<file path="config.mk">
export PLATFORM = sky130hd
export DESIGN_NAME = random_point_sampler
export DESIGN_NICKNAME = d
export VERILOG_FILES = /design/src/rtl/random_point_sampler_pkg.sv /design/src/rtl/random_point_sampler_grid_point_check.sv /design/src/rtl/random_point_sampler.sv
export SDC_FILE = /design/constraint.sdc
export NUM_CORES = 1
export LEC_CHECK = 0
export ABC_AREA = 0
export CAP_MARGIN = 0
export CORE_MARGIN = 2
export CORE_UTILIZATION = 43
export CTS_CLUSTER_DIAMETER = 200
export CTS_CLUSTER_SIZE = 25
export DETAILED_ROUTE_END_ITERATION = 8
export PLACE_DENSITY = 0.74
export SLEW_MARGIN = 15
export SYNTH_ARGS = -nofsm -noshare
export SYNTH_HDL_FRONTEND = slang
export SYNTH_SLANG_ARGS = --single-unit
</file>
<file path="constraint.sdc">
create_clock -name i_clk -period 1.56 [get_ports i_clk]
set_input_delay 0.312 -clock i_clk [delete_from_list [all_inputs] [get_ports i_clk]]
set_output_delay 0.312 -clock i_clk [all_outputs]
set_load 0.03 [all_outputs]
</file>
<file path="src/rtl/random_point_sampler_pkg.sv">
// random_point_sampler_pkg: screen geometry defaults, coordinate widths and sampler states
package random_point_sampler_pkg;
  localparam int XW = 10;
  localparam int YW = 9;
  localparam int unsigned H_MAX_DEF = 640;
  localparam int unsigned V_MAX_DEF = 480;
  typedef enum logic [2:0] {
    S_UNSEEDED = 3'd0,
    S_ARM      = 3'd1,
    S_SETTLE   = 3'd2,
    S_IDLE     = 3'd3,
    S_SAMPLE   = 3'd4,
    S_VALID    = 3'd5
  } state_t;
endpackage

</file>
<file path="src/rtl/random_point_sampler_grid_point_check.sv">
// random_point_sampler_grid_point_check: snaps a candidate to the grid and tests range and repeat
// ports: i_x/i_y raw candidate, i_prev_valid/i_prev_x/i_prev_y last point,
//        o_ax/o_ay grid-aligned candidate, o_ok candidate acceptable
module random_point_sampler_grid_point_check
  import random_point_sampler_pkg::*;
#(
  parameter int unsigned H_MAX = H_MAX_DEF,
  parameter int unsigned V_MAX = V_MAX_DEF,
  parameter int unsigned SIZE  = 16
) (
  input  logic [XW-1:0] i_x,
  input  logic [YW-1:0] i_y,
  input  logic          i_prev_valid,
  input  logic [XW-1:0] i_prev_x,
  input  logic [YW-1:0] i_prev_y,
  output logic [XW-1:0] o_ax,
  output logic [YW-1:0] o_ay,
  output logic          o_ok
);
  localparam logic [XW-1:0] X_LIM = XW'(H_MAX - SIZE);
  localparam logic [YW-1:0] Y_LIM = YW'(V_MAX - SIZE);
  assign o_ax = i_x & ~XW'(SIZE - 1);
  assign o_ay = i_y & ~YW'(SIZE - 1);
  assign o_ok = (o_ax <= X_LIM) && (o_ay <= Y_LIM) &&
                !(i_prev_valid && o_ax == i_prev_x && o_ay == i_prev_y);
endmodule

</file>
<file path="src/rtl/random_point_sampler.sv">
// random_point_sampler: seeds random_generator and hands out grid-aligned on-screen points
// ports: i_clk/i_rst_n clock and async active-low reset, i_req point request,
//        i_rand_x/i_rand_y generator outputs, o_gen_init/o_gen_seed generator control,
//        o_busy searching, o_pt_valid/i_pt_ack point handshake,
//        o_pt_x/o_pt_y/o_pt_fallback presented point
module random_point_sampler
  import random_point_sampler_pkg::*;
#(
  parameter int unsigned H_MAX         = 640,
  parameter int unsigned V_MAX         = 480,
  parameter int unsigned SIZE          = 16,
  parameter int unsigned MAX_TRIES     = 15,
  parameter int unsigned SETTLE_CYCLES = 2,
  parameter int unsigned FALLBACK_X    = 320,
  parameter int unsigned FALLBACK_Y    = 240
) (
  input  logic          i_clk,
  input  logic          i_rst_n,
  input  logic          i_req,
  input  logic [XW-1:0] i_rand_x,
  input  logic [YW-1:0] i_rand_y,
  output logic          o_gen_init,
  output logic [3:0]    o_gen_seed,
  output logic          o_busy,
  output logic          o_pt_valid,
  input  logic          i_pt_ack,
  output logic [XW-1:0] o_pt_x,
  output logic [YW-1:0] o_pt_y,
  output logic          o_pt_fallback
);
  state_t          r_state, w_next;
  logic [3:0]      r_seed_cnt, r_gen_seed, r_settle;
  logic [7:0]      r_tries;
  logic            r_gen_init, r_prev_valid, r_fb;
  logic [XW-1:0]   r_pt_x, w_ax;
  logic [YW-1:0]   r_pt_y, w_ay;
  logic            w_ok, w_last;

  random_point_sampler_grid_point_check #(.H_MAX(H_MAX), .V_MAX(V_MAX), .SIZE(SIZE)) u_check (
    .i_x(i_rand_x), .i_y(i_rand_y), .i_prev_valid(r_prev_valid),
    .i_prev_x(r_pt_x), .i_prev_y(r_pt_y), .o_ax(w_ax), .o_ay(w_ay), .o_ok(w_ok)
  );

  // the current sample is the last allowed try; a reject here falls back
  assign w_last        = r_tries == 8'(MAX_TRIES - 1);
  assign o_busy        = r_state inside {S_ARM, S_SETTLE, S_SAMPLE};
  assign o_pt_valid    = r_state == S_VALID;
  assign o_gen_init    = r_gen_init;
  assign o_gen_seed    = r_gen_seed;
  assign o_pt_x        = r_pt_x;
  assign o_pt_y        = r_pt_y;
  assign o_pt_fallback = r_fb;

  always_ff @(posedge i_clk or negedge i_rst_n)
    if (!i_rst_n) r_state <= S_UNSEEDED;
    else          r_state <= w_next;

  always_comb begin
    w_next = r_state;
    case (r_state)
      S_UNSEEDED: w_next = i_req ? S_ARM : S_UNSEEDED;
      S_ARM:      w_next = S_SETTLE;
      S_SETTLE:   w_next = (r_settle == 4'(SETTLE_CYCLES - 1)) ? S_SAMPLE : S_SETTLE;
      S_IDLE:     w_next = i_req ? S_SAMPLE : S_IDLE;
      S_SAMPLE:   w_next = (w_ok || w_last) ? S_VALID : S_SAMPLE;
      S_VALID:    w_next = !i_pt_ack ? S_VALID : i_req ? S_SAMPLE : S_IDLE;
      // an already-seeded generator needs no reseed after a corrupted state
      default:    w_next = r_gen_init ? S_IDLE : S_UNSEEDED;
    endcase
  end

  always_ff @(posedge i_clk or negedge i_rst_n)
    if (!i_rst_n) begin
      r_seed_cnt   <= '0;
      r_gen_seed   <= '0;
      r_gen_init   <= 1'b0;
      r_settle     <= '0;
      r_tries      <= '0;
      r_prev_valid <= 1'b0;
      r_pt_x       <= '0;
      r_pt_y       <= '0;
      r_fb         <= 1'b0;
    end else begin
      r_seed_cnt <= r_seed_cnt + 4'd1;
      if (r_state == S_UNSEEDED && i_req) r_gen_seed <= r_seed_cnt;
      if (r_state == S_ARM) r_gen_init <= 1'b1;
      r_settle <= (r_state == S_SETTLE) ? r_settle + 4'd1 : 4'd0;
      // tries restart from zero whenever a search is entered from any other state
      r_tries  <= (r_state == S_SAMPLE) ? r_tries + 8'd1 : 8'd0;
      if (r_state == S_SAMPLE && (w_ok || w_last)) begin
        r_pt_x       <= w_ok ? w_ax : XW'(FALLBACK_X);
        r_pt_y       <= w_ok ? w_ay : YW'(FALLBACK_Y);
        r_fb         <= !w_ok;
        r_prev_valid <= 1'b1;
      end
    end
endmodule

</file>
Word level (Yosys, flattened, before mapping)
Index checks and enable logic that the tools add are counted.
{"block": "totals", "ff_bits": 45, "inputBits": 23, "output_inout_bits": 27, "elab_cells": 46}
{"block": "classes", "addsub": 3, "magnitude_cmp": 2, "eq_ne": 9, "mux": 11, "reduce_logical": 11}
{"op": "case mux 3 bit (6 select lines)", "count": 1}
{"op": "equality test 10 bit", "count": 1}
{"op": "less-or-equal comparator 10 bit (second input constant)", "count": 1}
{"op": "2-to-1 mux 10 bit", "count": 1}
{"op": "equality test 9 bit", "count": 1}
{"op": "less-or-equal comparator 9 bit (second input constant)", "count": 1}
{"op": "2-to-1 mux 3 bit", "count": 3}
{"op": "2-to-1 mux 9 bit", "count": 1}
{"op": "adder 4 x 1 -> 4 bit (second input constant)", "count": 2}
{"op": "adder 8 x 1 -> 8 bit (second input constant)", "count": 1}
{"op": "equality test 8 x 4 -> 1 bit (second input constant)", "count": 1}
{"op": "2-to-1 mux 8 bit", "count": 1}
{"op": "equality test 3 x 2 -> 1 bit (second input constant)", "count": 2}
{"op": "equality test 3 bit (second input constant)", "count": 2}
{"op": "logical AND 1 bit", "count": 6}
{"op": "equality test 4 x 1 -> 1 bit (second input constant)", "count": 1}
{"op": "2-to-1 mux 4 bit", "count": 1}
{"op": "equality test 3 x 1 -> 1 bit (second input constant)", "count": 1}
{"op": "logical NOT 3 bit", "count": 1}
{"op": "nonzero test 3 bit", "count": 1}
{"op": "logical NOT 1 bit", "count": 2}
{"op": "2-to-1 mux 1 bit", "count": 2}
{"op": "2-to-1 mux 2 bit", "count": 1}
{"op": "logical OR 1 bit", "count": 1}

Depth between registers and ports, before layout
Gate-level depths: netlist (run 1).
{"block": "logic_depth", "depth_word": 8, "ltp_mapped": 7, "ltp_nobuf": 7}

By module
Synthesis (run 1) repeated with hierarchy kept, for this count alone.
{"block": "hier_totals", "hier_cells": 219, "hier_area_um2": 2328.5}
{"mod": "random_point_sampler", "n_inst": 1, "cells_each": 177, "area_each_um2": 2015.7, "seq_area_each_um2": 1126.1}
{"mod": "random_point_sampler_grid_point_check", "n_inst": 1, "cells_each": 42, "area_each_um2": 312.8, "seq_area_each_um2": 0.0}

Worst setup path after synthesis (run 1)
Ideal clock, no wire load.
{"block": "synth_path", "path_kind": "reg2reg", "start": "reg r_pt_y[4], in the netlist o_pt_y[4]", "end": "reg r_pt_x[6], in the netlist o_pt_x[6]", "setup_time_ns": 0.121, "arrival_ns": 1.650, "t_required_ns": 1.439, "setup_slack_ns": -0.211, "path_stages_with_launch": 6, "path_buffers": 0, "period_less_slack_ns": 1.771, "cell_sequence": "dfrtp_1 -> xnor2_1 -> nand4_1 -> or3_4 -> o211a_4 -> o22a_1"}
{"block": "synth_via", "elab_chain_len": 6, "elab_cells_between_ends": 7, "cone_classes": "eq/ne (1); mux (1); reduce/logical (5)"}
{"item": "start, declared", "line": "random_point_sampler.sv:36", "text": "logic [YW-1:0] r_pt_y, w_ay;"}
{"item": "start signal, assigned", "line": "random_point_sampler.sv:92", "text": "r_pt_y <= w_ok ? w_ay : YW'(FALLBACK_Y);"}
{"item": "equality test 9 bit (*)", "line": "random_point_sampler_grid_point_check.sv:25", "text": "!(i_prev_valid && o_ax == i_prev_x && o_ay == i_prev_y);"}
{"item": "logical AND 1 bit (*)", "line": "random_point_sampler_grid_point_check.sv:25"}
{"item": "logical NOT 1 bit (*)", "line": "random_point_sampler_grid_point_check.sv:25"}
{"item": "logical AND 1 bit (*)", "line": "random_point_sampler_grid_point_check.sv:24", "text": "assign o_ok = (o_ax <= X_LIM) && (o_ay <= Y_LIM) &&"}
{"item": "logical OR 1 bit", "line": "random_point_sampler.sv:90", "text": "if (r_state == S_SAMPLE && (w_ok || w_last)) begin"}
{"item": "logical AND 1 bit", "line": "random_point_sampler.sv:90"}
{"item": "end signal, assigned", "line": "random_point_sampler.sv:91", "text": "r_pt_x <= w_ok ? w_ax : XW'(FALLBACK_X);"}
{"item": "end, declared", "line": "random_point_sampler.sv:35", "text": "logic [XW-1:0] r_pt_x, w_ax;"}
Every way passes the cells marked *; elsewhere a longest branch is shown, timed or not.
A chain may end at the register's enable or synchronous reset.

Final worst setup path (run 1)
{"block": "layout_path", "start": "reg r_pt_y[5], in the netlist o_pt_y[5]", "end": "reg r_pt_y[4], in the netlist o_pt_y[4]"}
{"block": "layout_via", "elab_chain_len": 6, "elab_cells_between_ends": 7, "cone_classes": "eq/ne (1); mux (1); reduce/logical (5)"}
{"item": "equality test 9 bit (*)", "line": "random_point_sampler_grid_point_check.sv:25"}
{"item": "logical AND 1 bit (*)", "line": "random_point_sampler_grid_point_check.sv:25"}
{"item": "logical NOT 1 bit (*)", "line": "random_point_sampler_grid_point_check.sv:25"}
{"item": "logical AND 1 bit (*)", "line": "random_point_sampler_grid_point_check.sv:24"}
{"item": "logical OR 1 bit", "line": "random_point_sampler.sv:90"}
{"item": "logical AND 1 bit", "line": "random_point_sampler.sv:90"}
Marked as above.

==> results of run 1 <==
==> sequential cells by signal, summed over array words and instances, names as in the netlist, 3 cells and up <==
signal / cells
o_gen_seed: 4
o_pt_x: 6
o_pt_y: 5
r_seed_cnt: 4
r_settle: 4
r_state: 3
r_tries: 8
==> cell usage in the layout (no fill, tap or decap), types with 7 or more instances in the layout <==
cell type      Yosys  layout
buf_4              8      44
conb_1             1       8
dfrtp_1           37      26
dfrtp_2            0      11
dlygate4sd2_1      0      27
nand2_1            8       8
nor2_1            19      19
xnor2_2            1       9
xor2_1             7       7
==> critical path, stage by stage (launching register included) <==
cell,delay [ns]
dfrtp_2,0.43
xnor2_2,0.19
nand4_1,0.17
or3_4,0.39
o211a_4,0.27
o22a_1,0.20
==> how the worst max path moves through the flow <==
stage,to,slack [ns],cells past startpoint
floorplan,o_pt_x[6]$_DFFE_PN0P_,-0.14,5
global placement,o_pt_x[8]$_DFFE_PN0P_,-0.53,6
detailed placement,o_pt_y[4]$_DFFE_PN0P_,-0.62,6
CTS,o_pt_y[4]$_DFFE_PN0P_,-0.20,5
global route,r_state[0]$_DFF_PN0_,-0.28,5
finish,o_pt_y[4]$_DFFE_PN0P_,-0.21,5
==> cell type report <==
type                       count  area, um2
tap                           50       62.6
fill                         315       1320
clock buffer                   5       68.8
inverter                       4       17.5
sequential                    37        940
multi-input combinational    122        983
timing repair buffer          80        672
clock inverter                 3       25.0
==> per-layer routing <==
metal  vias to the layer above  share of wire, %  wire (um)  global-route usage [%]
li1                        737                 -          -                       -
met1                       759                40       1850                    23.8
met2                        53                53       2430                    35.9
met3                         9               5.5        256                    4.22
met4                         0               1.9         90                    7.05
met5                         -                 0          0                       0
==> where the power goes <==
| part | internal [mW] | switching, mW | total [mW] |
|---|---|---|---|
| combinational | 1.28 | 1.33 | 2.61 |
| clock | 0.322 | 0.369 | 0.691 |
| sequential | 1.27 | 0.256 | 1.52 |
==> logic make-up after synthesis <==
| group | share of synthesized area, % |
|---|---|
| AND/OR/NAND/NOR | 15.9 |
| flip-flops | 50.0 |
| AO/OA/AOI/OAI | 11.4 |
| XOR/XNOR | 10.8 |
| buffers and inverters | 4.73 |
| multiplexers | 3.58 |
| adder cells (fa/ha/maj) | 3.38 |
| other | 0.203 |
==> repair_timing <==
action,CTS,global route
setup endpoints to repair,33,17
cloned,0,0
pin swaps,8,5
resized for setup,38,16
setup buffers,1,5
==> through the flow <==
stage / util [%] / total power [mW]
3_5_place_dp: 63.2 / 3.99
5_1_grt: 67.8 / 5.10
6_report: 67.8 / 4.83
3_3_place_gp: 63.2 / 3.92
2_1_floorplan: - / 2.87
4_1_cts: 65.9 / 4.60
==> impl_results.md, run 1 <==
* Largest net degree at the start of global routing at 38
* Chip width at between 60 and 70 um
* Core footprint at 4090 um2
* FF-to-FF setup slack at -0.21 ns
* Average cell area after synthesis at roughly 11 um2
* Fraction of the yosys area taken by sequential cells at approximately 50%
* Failing checks: negative setup slack
* Root cell of the clock tree: clkbuf_8
* Layout overhead on the synthesized area at 49.5%
* Cell depth of the worst flop-to-flop path at 5
* Cts bufs inserted at 5
* Worst r2r src: o_pt_y[5]$_DFFE_PN0P_
* Critical path class: flip-flop to flip-flop
* Async set-reset flop share out of synthesis at 100%
* Die H at 69.6 um
* Worst Path Arrival at slightly below 2 ns
* Longest Clk Path Bufs at 2
* DP Cell Count at between 200 and 300
* Wire per inst at ~15 um
* Area contributors post-synth: dfrtp_1, xnor2_1, nor2_1, ha_1, xor2_1
* Setup TNS at -2.37 ns
* CTS clk-pin slew, worst paths at ~0.080 ns
* Worst slack, placed at -0.623 ns
* # H-tree levels at 2
* Total gr overflow at 0
* Hold buffer count at CTS at 0
* Die area at approximately 4800 um2
* Crit path launch: o_pt_y[5]$_DFFE_PN0P_
* Tmin final at between 1.5 and 2 ns
* # rows at 23
* TritonCTS clock tree: built
* Hold Crit Class: primary input to asynchronous set/reset pin
* Max Cap Viol at 0
* Clock Skew at 0.00922 ns
* Post-synth top flop: dfrtp_1
* Dominant cell type by area after synthesis: dfrtp_1
* FF+latch count, synth at 37
* Share of post-route cells with drive strength above 1 at a little under two fifths
* DRC Markers at 0
* Reg2reg end: o_pt_y[4]$_DFFE_PN0P_
* Setup violators final at 15
* Yosys warns at 0
* Crit path launch type: flip-flop
* Total number of vias at roughly 1600
* PnR worst setup slack at -0.207 ns
* Final ANT Viol Nets at 0
* Routed vias/inst at 5.18
* Ports at 50
* Yosys top cell area share at between 50% and 60%
* Hpwl dp at between 3000 and 4000 um
* First-pass iteration count of the detailed router at 4
* Crit path required time at approximately 1.7 ns
* Most frequent cell after synthesis: dfrtp_1
* Port bufs at 33
* Number of flops mapped to enable cells by yosys at 0
* Initial antenna violation count at 0
* Max frequency at approximately 570 MHz
* Post-synth top cells: dfrtp_1, nor2_1, xnor2_1, buf_4, nand2_1
* Pwr Density at between 1500 and 2000 nW/um2
* Antenna diode count at 0
* Final WL at between 4000 and 5000 um
* Iter 0 DRT Violations at 78
* Post-synth cell types at ~40
* Unrepaired setup endpoints after global routing: true
* Clk_lat worst skew at just under 0.3 ns
* Sinks on Clock Net at 37
* Nets@finish at 278
* Status: complete, but fails checks
* First-pass GRT wire length at 7770 um
* Final Cycle Share at 113%
* Fin. Hold Viols at 0
* Nature of the critical path endpoint: flip-flop
* Slew Limit Fails at 0
* Placed inst area at roughly 2600 um2
* Final Instance Area at between 2000 and 3000 um2
* Initial Util at between 40% and 50%
* Synth Cell Area at approximately 1900 um2
* Worst VDD drop at 1.10 mV
* Vias in the first global route at approximately 1600
* Hold Slack at 0.388 ns
* Placer Congestion at roughly 0.89
* Synth Instances at 167
* Overall routing resource usage at around 20%
* Fin cells at approximately 300
* Maximum fanout along the worst path at 6
* Leak at about 1.3 nW
(Power assumes the default switching activity.)
==> run 2, diff against run 1 <==
--- a/config.mk
+++ b/config.mk
@@ -12,6 +12,7 @@
 export CTS_CLUSTER_DIAMETER = 200
 export CTS_CLUSTER_SIZE = 25
 export DETAILED_ROUTE_END_ITERATION = 8
+export MAX_ROUTING_LAYER = met4
 export PLACE_DENSITY = 0.74
 export SLEW_MARGIN = 15
 export SYNTH_ARGS = -nofsm -noshare
==> run 2 against run 1 <==
Effect of this change: the flow still finishes with violations (negative setup slack); clock skew grew 0.00058 ns; global-route usage increased by 0.60 points; worst hold slack got worse by 0.0028 ns; setup slack gained 0.013 ns; clock power hardly changed; combinational power about the same; count of clock-buffer cells in the layout is the same; register-to-register slack barely moved; first-iteration DRC count fell by 3.8%; critical path type unchanged.
==> impl_results.md, run 2 (synthesis gave the netlist of run 1 again) <==
* Status: complete, but fails checks
* Failing checks: negative setup slack
* Total number of vias at 1562 (+0.26%)
* Clock Skew at 0.00980 ns (+0.000576 ns)
* Longest Clk Path Bufs at 2 (unchanged)
* Hpwl dp at 3300 um (unchanged)
* Int Power at 2.87 mW (about the same)
* Die area at 4850 um2 (unchanged)
* Core footprint at 4090 um2 (unchanged)
* Nets@finish at 278 (unchanged)
* Final ANT Viol Nets at 0 (unchanged)
* First-pass GRT wire length at 7770 um (unchanged)
* Max Cap Viol at 0 (unchanged)
* Crit path launch type: flip-flop
* First-pass iteration count of the detailed router at 4 (unchanged)
* Vias in the first global route at 1618 (-0.19%)
* TritonCTS clock tree: built
* Slew Limit Fails at 0 (unchanged)
* PnR worst setup slack at -0.194 ns (+0.0126 ns)
* Initial antenna violation count at 0 (unchanged)
* Cts bufs inserted at 5 (unchanged)
* Logic pwr share at 54.1% (about the same)
* # rows at 23 (unchanged)
* Hold Crit Class: primary input to asynchronous set/reset pin
* Crit path required time at 1.74 ns (about the same)
* Sinks on Clock Net at 37 (unchanged)
* # H-tree levels at 2 (unchanged)
* DRC Markers at 0 (unchanged)
* Wire per inst at 15.3 um (-0.17%)
* Fin. Hold Viols at 0 (unchanged)
* Max frequency at 570 MHz (+0.72%)
* Root cell of the clock tree: clkbuf_8
* Ports at 50 (unchanged)
* Placer Congestion at 0.900 (+1.7%)
* Max reg flops at 8 (unchanged)
* Die H at 69.6 um (unchanged)
* Routed vias/inst at 5.19 (+0.26%)
* Worst Path Arrival at 1.94 ns (about the same)
* CP max stage cell: dfrtp_2
* Commonest cells after routing, fill and taps aside: buf_4, dlygate4sd2_1, dfrtp_1
* Maximum fanout along the worst path at 6 (unchanged)
* Final WL at 4610 um (-0.17%)
* Max incr delay on CP at 0.43 ns (about the same)
* Overall routing resource usage at 20.7% (+0.60 points)
* Sequential power share at 31.5% (about the same)
* Antenna diode count at 0 (unchanged)
* Biggest register: r_tries
* Worst VDD drop at 1.10 mV (+0.30%)
* Clk_lat worst skew at 0.29 ns (about the same)
* Commonest non-fill, non-tap cell in the layout: buf_4
* Total gr overflow at 0 (unchanged)
* Layout overhead on the synthesized area at 49.5% (unchanged)
* Chip width at 69.6 um (unchanged)
* Final Cycle Share at 112% (-0.81 points)
* Port bufs at 33 (unchanged)
* Clock power frac at 14.3% (about the same)
* Core Util, Final at 67.8% (unchanged)
* Initial Util at 45.3% (unchanged)
* Nature of the critical path endpoint: flip-flop
* Tmin final at 1.75 ns (-0.0126 ns)
* CTS clk-pin slew, worst paths at 0.08 ns (about the same)
* Pwr Density at 1740 nW/um2 (about the same)
* Largest net degree at the start of global routing at 38 (unchanged)
* Unrepaired setup endpoints after global routing: true
* Critical path class: flip-flop to flip-flop
* Setup violators final at 15 (unchanged)
* Share of post-route cells with drive strength above 1 at 37.5% (unchanged)
* Leak at 1.30 nW (unchanged)
* Iter 0 DRT Violations at 75 (-3.8%)
* P_sw at 1.96 mW (about the same)
* Crit-path cells: xnor2_2, nand4_1, or3_4, o211a_4, o22a_1
* Hold Slack at 0.385 ns (-0.00278 ns)
* Sw Share at 40.5% (about the same)
* Total power at 4.83 mW (about the same)
## run 2: worst max-delay path: cells and delay by family, from the launching register on
family                    cells  cell delay, ns
xor gates and xnor gates      1            0.19
AOI/OAI and AO/OA             2            0.47
DFF                           1            0.43
and+or+nand+nor               2            0.54
## run 2: worst paths after layout
path | start | end | slack (ns) | depth (start not counted)
setup / recovery | o_pt_x[5]$_DFFE_PN0P_ | o_pt_y[4]$_DFFE_PN0P_ | -0.19 | 5
hold / removal | i_rst_n | o_pt_x[4]$_DFFE_PN0P_ | 0.39 | 2
setup reg to reg | o_pt_x[5]$_DFFE_PN0P_ | o_pt_y[4]$_DFFE_PN0P_ | -0.19 | 5
hold reg to reg | r_seed_cnt[3]$_DFF_PN0_ | r_seed_cnt[3]$_DFF_PN0_ | 0.48 | 1
max in group asynchronous | i_rst_n | o_pt_y[5]$_DFFE_PN0P_ | 0.98 | 2
min in group i_clk | i_rand_x[4] | o_pt_x[4]$_DFFE_PN0P_ | 0.42 | 2
## run 2: cell type report
type,count,area [um2]
clock buffers,5,68.8
clock inverters,3,25.0
fillers,315,1320
inverters,4,17.5
multi-input cells,122,983
flip-flops and latches,37,940
well taps,50,62.6
repair buffers,80,672
## run 2: timing repair
action,in CTS,in global routing
setup endpoints to repair,33,17
gates resized for setup,38,16
endpoints found under the hold margin,0,0
pin swaps,8,5
buffers inserted,1,5
hold buffers,0,0
## run 2: metrics by stage
stage                     cells  setup slack, ns  instance area [um2]  TNS, ns
after global placement      287           -0.525                 2580    -6.93
final                       301           -0.194                 2770    -2.14
after CTS                   296           -0.203                 2690    -2.50
after global routing        301           -0.268                 2770    -3.36
after floorplan             174           -0.136                 1940   -0.826
after detailed placement    287           -0.623                 2580    -8.27
## run 2: power groups by stage
stage	sequential, mW	clock, mW	combinational (mW)
6_report	1.52	0.693	2.61
5_1_grt	1.56	0.762	2.78
4_1_cts	1.51	0.712	2.37
3_5_place_dp	1.52	0	2.48
3_3_place_gp	1.50	0	2.42
2_1_floorplan	1.91	0	0.964
## run 2: per-layer routing
layer	wire (um)	global-route usage, %	share of wire, %	vias to the layer above
li1	-	-	-	735
met1	1870	24.1	40	764
met2	2390	35.8	52	52
met3	235	4.07	5.1	11
met4	123	7.05	2.7	0
met5	0	-	0	-
